[src/rtl/comparator_4b_pkg.sv]
// Shared types and helpers for the registered magnitude comparator.
//
// Contents:
//   WIDTH_DEFAULT  default operand width (4)
//   cmp_flags_t    packed bundle of every flag the comparator can produce
//   derive_flags   maps the raw subtractor outputs of A - B onto cmp_flags_t
package comparator_4b_pkg;

    localparam int WIDTH_DEFAULT = 4;

    typedef struct packed {
        logic zf;
        logic sltu;
        logic slt;
        logic cf;
        logic of;
        logic nf;
    } cmp_flags_t;

    // All flags come from one subtraction A + ~B + 1.
    // A missing carry out of the top bit means a borrow, so A < B unsigned.
    // Signed overflow is the carry into the MSB disagreeing with the carry
    // out of it. That is the same as: operands differ in sign and the
    // result sign differs from A's sign.
    function automatic cmp_flags_t derive_flags(
        input logic diff_zero,
        input logic diff_msb,
        input logic carry_out,
        input logic msb_carry_in
    );
        cmp_flags_t flags;
        logic       overflow;
        overflow   = carry_out ^ msb_carry_in;
        flags.zf   = diff_zero;
        flags.sltu = ~carry_out;
        flags.slt  = diff_msb ^ overflow;
        flags.cf   = ~carry_out;
        flags.of   = overflow;
        flags.nf   = diff_msb;
        return flags;
    endfunction

endpackage

[src/rtl/subtractor_4b.sv]
// Ripple-borrow subtractor computing A + ~B + 1.
//
// Ports:
//   a, b          WIDTH-bit operands
//   diff          WIDTH-bit difference a - b (modulo 2^WIDTH)
//   carry_out     carry out of the top bit (0 means a borrow occurred)
//   msb_carry_in  carry into the top bit, used for signed overflow
module subtractor_4b
    import comparator_4b_pkg::*;
#(
    parameter int WIDTH = WIDTH_DEFAULT
) (
    input  logic [WIDTH-1:0] a,
    input  logic [WIDTH-1:0] b,
    output logic [WIDTH-1:0] diff,
    output logic             carry_out,
    output logic             msb_carry_in
);

    logic [WIDTH:0]   carry;
    logic [WIDTH-1:0] b_inv;

    // Subtraction as addition of the inverted operand.
    // The "+1" enters as the initial carry.
    assign b_inv    = ~b;
    assign carry[0] = 1'b1;

    for (genvar i = 0; i < WIDTH; i++) begin : g_bit
        assign diff[i]      = a[i] ^ b_inv[i] ^ carry[i];
        assign carry[i + 1] = (a[i] & b_inv[i]) | (carry[i] & (a[i] ^ b_inv[i]));
    end

    assign carry_out    = carry[WIDTH];
    assign msb_carry_in = carry[WIDTH - 1];

endmodule

[src/rtl/comparator_4b.sv]
// Registered magnitude comparator. It produces zero, unsigned-less-than and
// signed-less-than flags for A vs B, one clock after in_valid.
//
// Optional feature: define COMPARATOR_4B_EXT_FLAGS_EN to add the registered
// CF (borrow), OF (signed overflow) and NF (difference sign) outputs.
//
// Ports:
//   clk        rising-edge clock
//   rst_n      asynchronous active-low reset
//   in_valid   A/B are captured on this edge
//   A, B       WIDTH-bit operands (unsigned or two's complement)
//   out_valid  flags belong to the most recently accepted pair
//   ZF         A == B
//   SLTu       A < B unsigned
//   SLT        A < B signed
//   CF, OF, NF extended flags (only with COMPARATOR_4B_EXT_FLAGS_EN)
module comparator_4b
    import comparator_4b_pkg::*;
#(
    parameter int WIDTH = WIDTH_DEFAULT
) (
    input  logic             clk,
    input  logic             rst_n,
    input  logic             in_valid,
    input  logic [WIDTH-1:0] A,
    input  logic [WIDTH-1:0] B,
    output logic             out_valid,
    output logic             ZF,
    output logic             SLTu,
    output logic             SLT
`ifdef COMPARATOR_4B_EXT_FLAGS_EN
    ,
    output logic             CF,
    output logic             OF,
    output logic             NF
`endif
);

    logic [WIDTH-1:0] diff;
    logic             carry_out;
    logic             msb_carry_in;
    cmp_flags_t       flags_d;
    cmp_flags_t       flags_q;
    logic             valid_q;

    subtractor_4b #(
        .WIDTH(WIDTH)
    ) u_sub (
        .a           (A),
        .b           (B),
        .diff        (diff),
        .carry_out   (carry_out),
        .msb_carry_in(msb_carry_in)
    );

    assign flags_d = derive_flags(diff == '0, diff[WIDTH-1], carry_out, msb_carry_in);

    // Single output stage. out_valid follows in_valid every edge.
    // The flags only load on accepted samples, so they hold through idle
    // cycles. Reset clears everything at once, regardless of the clock.
    always_ff @(posedge clk or negedge rst_n) begin
        if (!rst_n) begin
            valid_q <= 1'b0;
            flags_q <= '0;
        end else begin
            valid_q <= in_valid;
            if (in_valid) begin
                flags_q <= flags_d;
            end
        end
    end

    assign out_valid = valid_q;
    assign ZF        = flags_q.zf;
    assign SLTu      = flags_q.sltu;
    assign SLT       = flags_q.slt;

`ifdef COMPARATOR_4B_EXT_FLAGS_EN
    assign CF = flags_q.cf;
    assign OF = flags_q.of;
    assign NF = flags_q.nf;
`else
    // The extended flags are still computed and registered here.
    // They have no port in this build, so they are collected and dropped.
    logic unused_ext_flags;
    assign unused_ext_flags = ^{flags_q.cf, flags_q.of, flags_q.nf};
`endif

endmodule

[config.mk]
export PLATFORM = sky130hd
export DESIGN_NAME = comparator_4b
export DESIGN_NICKNAME = d
export VERILOG_FILES = /design/src/rtl/comparator_4b_pkg.sv /design/src/rtl/subtractor_4b.sv /design/src/rtl/comparator_4b.sv
export SDC_FILE = /design/constraint.sdc
export NUM_CORES = 1
export LEC_CHECK = 0
export CAP_MARGIN = 20
export CORE_AREA = 5 5 42 44
export CTS_CLUSTER_SIZE = 16
export DETAILED_ROUTE_END_ITERATION = 8
export DIE_AREA = 0 0 47 49
export PLACE_DENSITY = 0.53
export SLEW_MARGIN = 20
export SYNTH_ARGS = -nofsm -noshare
export SYNTH_HDL_FRONTEND = slang
export SYNTH_HIERARCHICAL = 1
export SYNTH_SLANG_ARGS = --single-unit
[constraint.sdc]
create_clock -name clk -period 1.65 [get_ports clk]
set_input_delay 0.33 -clock clk [delete_from_list [all_inputs] [get_ports clk]]
set_output_delay 0.33 -clock clk [all_outputs]
set_load 0.01 [all_outputs]
# After elaboration in Yosys (flattened, before gate mapping)
# Index checks and enable logic that the tools add are counted.
dict set report word_totals {
  reg_bits 4
  latchBits 0
  mem_bits_rw 0
  romBits 0
  input_bits 11
  out_inout_bits 4
  elab_cells 28
  mem_count 0
}
dict set report op_classes {
  add_sub_neg 0
  n_mul 0
  n_div 0
  magnitude_cmp 0
  n_eq_ne 0
  shifts 0
  n_mux 0
  bitwise 23
  n_reduce_logical 1
}
# operator n
set ops {}
lappend ops {{1-bit bitwise XOR} 9}
lappend ops {{1-bit bitwise AND} 7}
lappend ops {{4-bit logical NOT} 1}
lappend ops {{4-bit NOT} 1}
lappend ops {{1-bit bitwise OR} 4}
lappend ops {{1-bit NOT} 2}

# Logic depth before layout (Yosys ltp)
# Gate-level depths: netlist of run 1.
dict set report depth {
  word_depth 11
  mapped_depth 10
  mapped_depth_nobuf 10
}

# Cells and area by module
# The synthesis of run 1 kept the hierarchy.
# mod instances cells_each area_per_inst_um2 seq_area_each_um2
set by_module_without_submodules {}
lappend by_module_without_submodules {comparator_4b 1 10 170.2 100.1}
lappend by_module_without_submodules {subtractor_4b 1 13 106.4 0.0}

# Worst setup path after synthesis of run 1
# Ideal clock, no wire load.
dict set report synth_path {
  path_kind {input to register}
  from {input port A[0]}
  to {register flags_q (netlist bit SLT)}
  setup_time_ns 0.125
  t_arrival_ns 2.280
  t_required_ns 1.525
  path_slack_ns -0.755
  stages 10
  n_path_buf 0
  cell_sequence {inv_1 -> ha_1 -> inv_1 -> fa_1 -> fa_1 -> inv_1 -> fa_1 -> inv_1 -> xor3_1 -> mux2_4}
}
dict set report synth_via {
  elab_cells_between_ends 12
  classes_between {bitwise: 12}
}
# element line
set synth_rtl {}
lappend synth_rtl {{from (decl)} comparator_4b.sv:25} ;# input logic [WIDTH-1:0] A,
lappend synth_rtl {{1-bit bitwise AND / 1-bit bitwise XOR (equally long branches)} subtractor_4b.sv:30} ;# assign carry[i + 1] = (a[i] & b_inv[i]) | (carry[i] & (a[i] ^ b_inv[i]));
lappend synth_rtl {{1-bit bitwise OR *} subtractor_4b.sv:30}
lappend synth_rtl {{1-bit bitwise AND *} subtractor_4b.sv:30}
lappend synth_rtl {{1-bit bitwise OR *} subtractor_4b.sv:30}
lappend synth_rtl {{1-bit bitwise AND *} subtractor_4b.sv:30}
lappend synth_rtl {{1-bit bitwise OR *} subtractor_4b.sv:30}
lappend synth_rtl {{named net msb_carry_in} comparator_4b.sv:41} ;# logic msb_carry_in;
lappend synth_rtl {{1-bit bitwise XOR *} subtractor_4b.sv:29} ;# assign diff[i] = a[i] ^ b_inv[i] ^ carry[i];
lappend synth_rtl {{named net diff[3]} comparator_4b.sv:39} ;# logic [WIDTH-1:0] diff;
lappend synth_rtl {{1-bit bitwise XOR *} comparator_4b_pkg.sv:36} ;# flags.slt = diff_msb ^ overflow;
lappend synth_rtl {{to (signal assigned)} comparator_4b.sv:68} ;# flags_q <= flags_d;
lappend synth_rtl {{to (decl)} comparator_4b.sv:43} ;# cmp_flags_t flags_q;
# Mark *: on every way through the listed nets, which the timed path passes. The rest lies on a longest branch.
# A chain may end at the register's enable or synchronous reset.

# Worst setup path in the final report of run 1
dict set report layout_path {
  from {input port A[0]}
  to {register flags_q (netlist bit ZF)}
}
dict set report layout_via {
  elab_chain_len 8
  elab_cells_between_ends 12
  classes_between {bitwise: 11; reduce/logical: 1}
}
# element line
set layout_lines {}
lappend layout_lines {{1-bit bitwise AND / 1-bit bitwise XOR (equally long branches)} subtractor_4b.sv:30}
lappend layout_lines {{1-bit bitwise OR *} subtractor_4b.sv:30}
lappend layout_lines {{1-bit bitwise AND *} subtractor_4b.sv:30}
lappend layout_lines {{1-bit bitwise OR *} subtractor_4b.sv:30}
lappend layout_lines {{1-bit bitwise AND *} subtractor_4b.sv:30}
lappend layout_lines {{1-bit bitwise OR *} subtractor_4b.sv:30}
lappend layout_lines {{named net msb_carry_in} comparator_4b.sv:41}
lappend layout_lines {{1-bit bitwise XOR *} subtractor_4b.sv:29}
lappend layout_lines {{named net diff[3]} comparator_4b.sv:39}
lappend layout_lines {{4-bit logical NOT *} comparator_4b.sv:56} ;# assign flags_d = derive_flags(diff == '0, diff[WIDTH-1], carry_out, msb_carry_in);
# Marks and branches as above.

==> run_results.csv, run 1 <==
group,metric,value,unit
synth,synth_area_per_cell,12.0,um^2
power_and_ir_drop,power.density,799,mW/mm^2
power_and_ir_drop,ir_drop,0.383,mV
placed_design,place_ws,-1.33,ns
sta,final.setup_skew,0,ns
final_layout,drive_gt1_share,45.5,%
sta,period_share,135,%
final_layout,fillers,148,
grt,gr-usage-all-layers,9.16,%
worst_setup_path,r2r.worst_path.cells,1,
sta,relSlewSlack,84.4,%
run_status,status,"complete, but fails checks",
clock_network,clock-root-buffer,"clkbuf_4",
floorplan,design.die.area,0.00230,mm^2
floorplan,pin_count,15,
routing,detail-route-antenna-nets,0,
synth,yosys_register_bits,4,
hold_path,min_path_type,"in2async",
synth,seq_area_frac_synth,36.2,%
sta,finalSetupTns,-1.16,ns
power_and_ir_drop,leakagePower,0.257,nW
grt,grt_overflow,0,
final_layout,final_common_cell,"clkdlybuf4s50_1",
power_and_ir_drop,power,0.422,mW
clock_network,cts_tree,"built",
final_layout,final_cell_mix,"10 x clkdlybuf4s50_1, 5 x inv_1, 4 x dfrtp_1, 4 x buf_4, 4 x inv_2",
final_layout,diodes,0,
sta,rsz0062_at_grt,"yes",
job,drv_cap,0,
worst_setup_path,cp-start-kind,"primary input",
routing,first_iter_violations,2,
clock_network,clkSinkCount,4,
sta,setup_viol,3,
clock_network,htreeDepth,1,
routing,drc,0,
clock_network,cts_buffer_depth,2,
synth,synth_nets,38,
grt,antenna_found_initial,0,
worst_setup_path,end_kind,"flop",
sta,slew_violations,0,
grt,grt_max_degree,5,
synth,synth_area,277,um^2
worst_setup_path,r2r_slack,0.88,ns
worst_setup_path,arrival,2.34,ns
floorplan,die_y,49,um
grt,grt_pass1_vias,322,
synth,yosys-top-cells-area,"dfrtp_1 36%, fa_1 22%, inv_1 14%",
placed_design,hpwl,620,um
sta,setup_ws,-0.574,ns
floorplan,die_x,47,um
routing,vias,235,
worst_setup_path,cp.required,1.76,ns
run_status,violations,"setup timing",
routing,wire_per_inst,12.1,um
sta,tightest_slew,0.233,ns
sta,finalHoldViolCount,0,
synth,netlist_instances,23,
clock_network,cts_buffers,3,
placed_design,numPortBuffers,14,
worst_setup_path,r2r-end,"ZF",
worst_setup_path,reg2reg_from,"ZF",
routing,wirelength,724,um
final_layout,areaGrowthSynthToFinish,91.0,%
routing,drt_pass1_iterations,2,
grt,grt_first_pass_wirelength,1390,um
clock_network,insertion_delay,0.23,ns
synth,ys_types,9,
synth,synth.top_cell.area_share,36.2,%
routing,vias_per_cell,3.92,
floorplan,rows,14,
worst_setup_path,critPathKind,"in2reg",
final_layout,final_util,37.7,%
synth,yosys.area.top_type,"dfrtp_1",
final_layout,nNetsFinal,61,
synth,yosys_warnings,6,
sta,min_period,2.22,ns
worst_setup_path,crit_fanout,2,
clock_network,clkTransAtPathRegs,0.04,ns
placed_design,globalplace.congestion,0.733,
sta,fmax,450,MHz
floorplan,start_util,19.7,%
sta,holdWs,0.295,ns
floorplan,core,0.00140,mm^2
==> timing repair <==
item / in CTS / in global routing
resized for setup: 18 / 0
hold buffers: 0 / 0
endpoints found under the setup margin: 3 / 3
pin swaps: 5 / 4
buffers inserted: 2 / 0
==> per-layer routing <==
layer,vias to the layer above,part of all wire [%],global-route usage (%)
li1,108,-,-
met1,110,31,9.23
met2,15,49,12.7
met3,2,18,4.06
met4,0,1.1,9.68
met5,-,0,0
==> synthesized netlist by cell type <==
library cell  number
nor4_1             1
inv_1             10
mux2_4             1
xor3_1             1
mux2_2             1
fa_1               3
mux2i_1            1
ha_1               1
dfrtp_1            4
==> worst max-delay path by stage <==
stage                     start  end  slack (ns)  depth (start not counted)
final                      A[0]   ZF       -0.57                         13
after global routing       A[0]   ZF       -0.63                         13
after detailed placement   A[0]  SLT       -1.33                         11
after CTS                  A[0]  SLT       -0.72                         11
after global placement     A[0]  SLT       -1.29                         11
after floorplan            A[0]  SLT       -0.62                         10
==> flip-flops by register name, summed over array words and instances, names as in the netlist <==
| register | cells |
|---|---|
| SLT | 1 |
| SLTu | 1 |
| ZF | 1 |
| out_valid | 1 |
==> critical path: stages <==
cell and delay [ns]:
buf_8 0.11, inv_12 0.04, ha_4 0.11, inv_2 0.03
fa_2 0.33, fa_2 0.35, inv_2 0.06, fa_1 0.41
inv_2 0.07, buf_4 0.09, buf_4 0.09, nor4_2 0.04
mux2_4 0.25
==> cells by family after synthesis <==
family | synth area share, %
buffers and inverters | 13.6
adders and majority gates | 26.2
DFF | 36.2
muxes | 13.1
xor gates and xnor gates | 8.60
and+or+nand+nor | 2.26
==> power breakdown <==
part	internal, mW	leakage (nW)	total, mW	switching (mW)
combinational	0.115	0.194	0.177	0.0621
sequential	0.116	0.0488	0.124	0.00849
clock	0.0813	0.0138	0.121	0.0392
==> cell type report <==
class | instances | area, um^2 | share of cell area [%]
repair buffers | 18 | 169 | 32.0
multi-input cells | 9 | 166 | 31.5
flip-flops and latches | 4 | 100 | 19.0
inverters | 10 | 50.0 | 9.48
clock buffers | 3 | 22.5 | 4.27
well taps | 16 | 20.0 | 3.79
==> stage by stage <==
step,instance area (um^2),cells
global route,528,60
global placement,485,55
floorplan,310,23
CTS,528,60
detailed placement,485,55
finish,528,60
(Power assumes the default switching activity.)
==> run 2: changes to the inputs <==
--- a/config.mk
+++ b/config.mk
@@ -7,10 +7,12 @@
 export LEC_CHECK = 0
 export CAP_MARGIN = 20
 export CORE_AREA = 5 5 42 44
+export CTS_BUF_LIST = sky130_fd_sc_hd__clkbuf_16
 export CTS_CLUSTER_SIZE = 16
 export DETAILED_ROUTE_END_ITERATION = 8
 export DIE_AREA = 0 0 47 49
 export PLACE_DENSITY = 0.53
+export SKIP_LAST_GASP = 1
 export SLEW_MARGIN = 20
 export SYNTH_ARGS = -nofsm -noshare
 export SYNTH_HDL_FRONTEND = slang
==> run 2 against run 1 <==
The run still ends with setup timing left; maximum frequency down 0.80%; hold slack improved by 0.012 ns; combinational power is essentially flat; critical path depth unchanged; setup slack worse by 0.018 ns; global-route usage up 0.23 points; critical endpoint unchanged.
==> run_results.csv, run 2 (same netlist as run 1, synthesis figures left out) <==
group,metric,value,unit
worst_setup_path,crit_fanout,2,
final_layout,diodes,0,
final_layout,areaGrowthSynthToFinish,110,%
worst_setup_path,reg2reg_from,"ZF",
final_layout,final_util,41.4,%
routing,first_iter_violations,0,
routing,wire_per_inst,13.0,um
sta,setup_ws,-0.592,ns
placed_design,dp.cells,55,
sta,rsz0062_at_grt,"yes",
sta,finalSetupTns,-1.22,ns
sta,tightest_slew,0.236,ns
floorplan,design.die.area,0.00230,mm^2
routing,drt_pass1_iterations,1,
routing,wirelength,779,um
power_and_ir_drop,intPower,0.541,mW
power_and_ir_drop,leakagePower,0.280,nW
run_status,status,"complete, but fails checks",
final_layout,stdcell_area,581,um^2
final_layout,stdcell_count,60,
worst_setup_path,cp_top_family,"adder cells",
worst_setup_path,r2r.worst_path.cells,1,
final_layout,drive_gt1_share,45.5,%
final_layout,nNetsFinal,61,
grt,grt_max_degree,5,
floorplan,die_y,49,um
floorplan,die_x,47,um
clock_network,cts_tree,"built",
clock_network,clkSinkCount,4,
worst_setup_path,r2r-end,"ZF",
clock_network,htreeDepth,1,
sta,min_period,2.24,ns
sta,fmax,446,MHz
hold_path,min_path_type,"in2async",
worst_setup_path,cp.required,1.75,ns
worst_setup_path,end_kind,"flop",
worst_setup_path,slowest_stage,"fa_1",
power_and_ir_drop,power.density,1170,mW/mm^2
placed_design,globalplace.congestion,0.733,
grt,antenna_found_initial,0,
worst_setup_path,r2r_slack,0.88,ns
power_and_ir_drop,power_switching,0.140,mW
power_and_ir_drop,seq_power_share,18.4,%
floorplan,rows,14,
sta,holdWs,0.307,ns
floorplan,core,0.00140,mm^2
final_layout,final_common_cell,"clkdlybuf4s50_1",
worst_setup_path,slowest_delay,0.42,ns
routing,detail-route-antenna-nets,0,
placed_design,numPortBuffers,14,
worst_setup_path,arrival,2.34,ns
final_layout,final_cell_mix,"10 x clkdlybuf4s50_1, 5 x inv_1, 4 x dfrtp_1, 4 x buf_4, 4 x inv_2",
grt,grt_first_pass_wirelength,1470,um
worst_setup_path,critPathKind,"in2reg",
clock_network,clkTransAtPathRegs,0.03,ns
clock_network,hold_buffers,0,
grt,gr-usage-all-layers,9.38,%
floorplan,pin_count,15,
grt,grt_pass1_vias,330,
worst_setup_path,cp-start-kind,"primary input",
sta,relSlewSlack,84.2,%
clock_network,insertion_delay,0.22,ns
power_and_ir_drop,ir_drop,0.786,mV
worst_setup_path,cp_common_cell,"inv_2",
clock_network,cts_buffer_depth,2,
power_and_ir_drop,p_comb_share,26.2,%
sta,final.setup_skew,0,ns
power_and_ir_drop,power,0.681,mW
placed_design,place_ws,-1.33,ns
routing,vias,243,
clock_network,cts_buffers,3,
worst_setup_path,cp_num_buf_inv,7,
sta,period_share,136,%
floorplan,start_util,19.7,%
final_layout,fillers,146,
grt,grt_overflow,0,
sta,setup_viol,3,
worst_setup_path,path_cells,"buf_8 > inv_12 > ha_4 > inv_2 > fa_2 > fa_2 > inv_2 > fa_1 > inv_2 > buf_4 > buf_4 > nor4_2 > mux2_4",
sta,slew_violations,0,
placed_design,placed_area,485,um^2
power_and_ir_drop,switching_share,20.6,%
sta,finalHoldViolCount,0,
power_and_ir_drop,p_clk_share,55.4,%
job,drv_cap,0,
placed_design,hpwl,620,um
run_status,violations,"setup timing",
clock_network,clock-root-buffer,"clkbuf_16",
routing,vias_per_cell,4.05,
routing,drc,0,
==> run 2: how the worst max path moves through the flow <==
| stage | start | end | slack [ns] | depth (start not counted) |
|---|---|---|---|---|
| 5_1_grt | A[0] | ZF | -0.66 | 13 |
| 4_1_cts | A[0] | SLT | -0.75 | 11 |
| 2_1_floorplan | A[0] | SLT | -0.62 | 10 |
| 3_3_place_gp | A[0] | SLT | -1.29 | 11 |
| 3_5_place_dp | A[0] | SLT | -1.33 | 11 |
| 6_report | A[0] | ZF | -0.59 | 13 |
==> run 2: repair_timing <==
action,CTS,global route
pin swaps,5,4
endpoints found under the setup margin,3,3
hold endpoints to repair,0,0
buffers inserted,2,0
resized for setup,18,0
==> run 2: area by class of cell <==
| cell class | instances | area [um^2] | area share (%) |
|---|---|---|---|
| multi-input combinational | 9 | 166 | 28.7 |
| clock buffer | 3 | 75.1 | 12.9 |
| tap | 16 | 20.0 | 3.45 |
| sequential | 4 | 100 | 17.2 |
| inverter | 10 | 50.0 | 8.62 |
| timing repair buffer | 18 | 169 | 29.1 |
==> run 2: power by group through the flow <==
stage / Combinational (mW) / Sequential (mW) / Clock, mW
after floorplan: 0.0654 / 0.134 / 0
after global routing: 0.199 / 0.130 / 0.393
after global placement: 0.160 / 0.125 / 0
after detailed placement: 0.164 / 0.126 / 0
final: 0.178 / 0.125 / 0.377
after CTS: 0.184 / 0.126 / 0.381
==> run 2: layer usage <==
layer	up-vias	track usage [%]	wire (um)
met5	-	0	0
met4	0	6.91	23
met3	3	3.32	115
met2	18	14.7	385
met1	114	9.73	254
li1	108	-	-
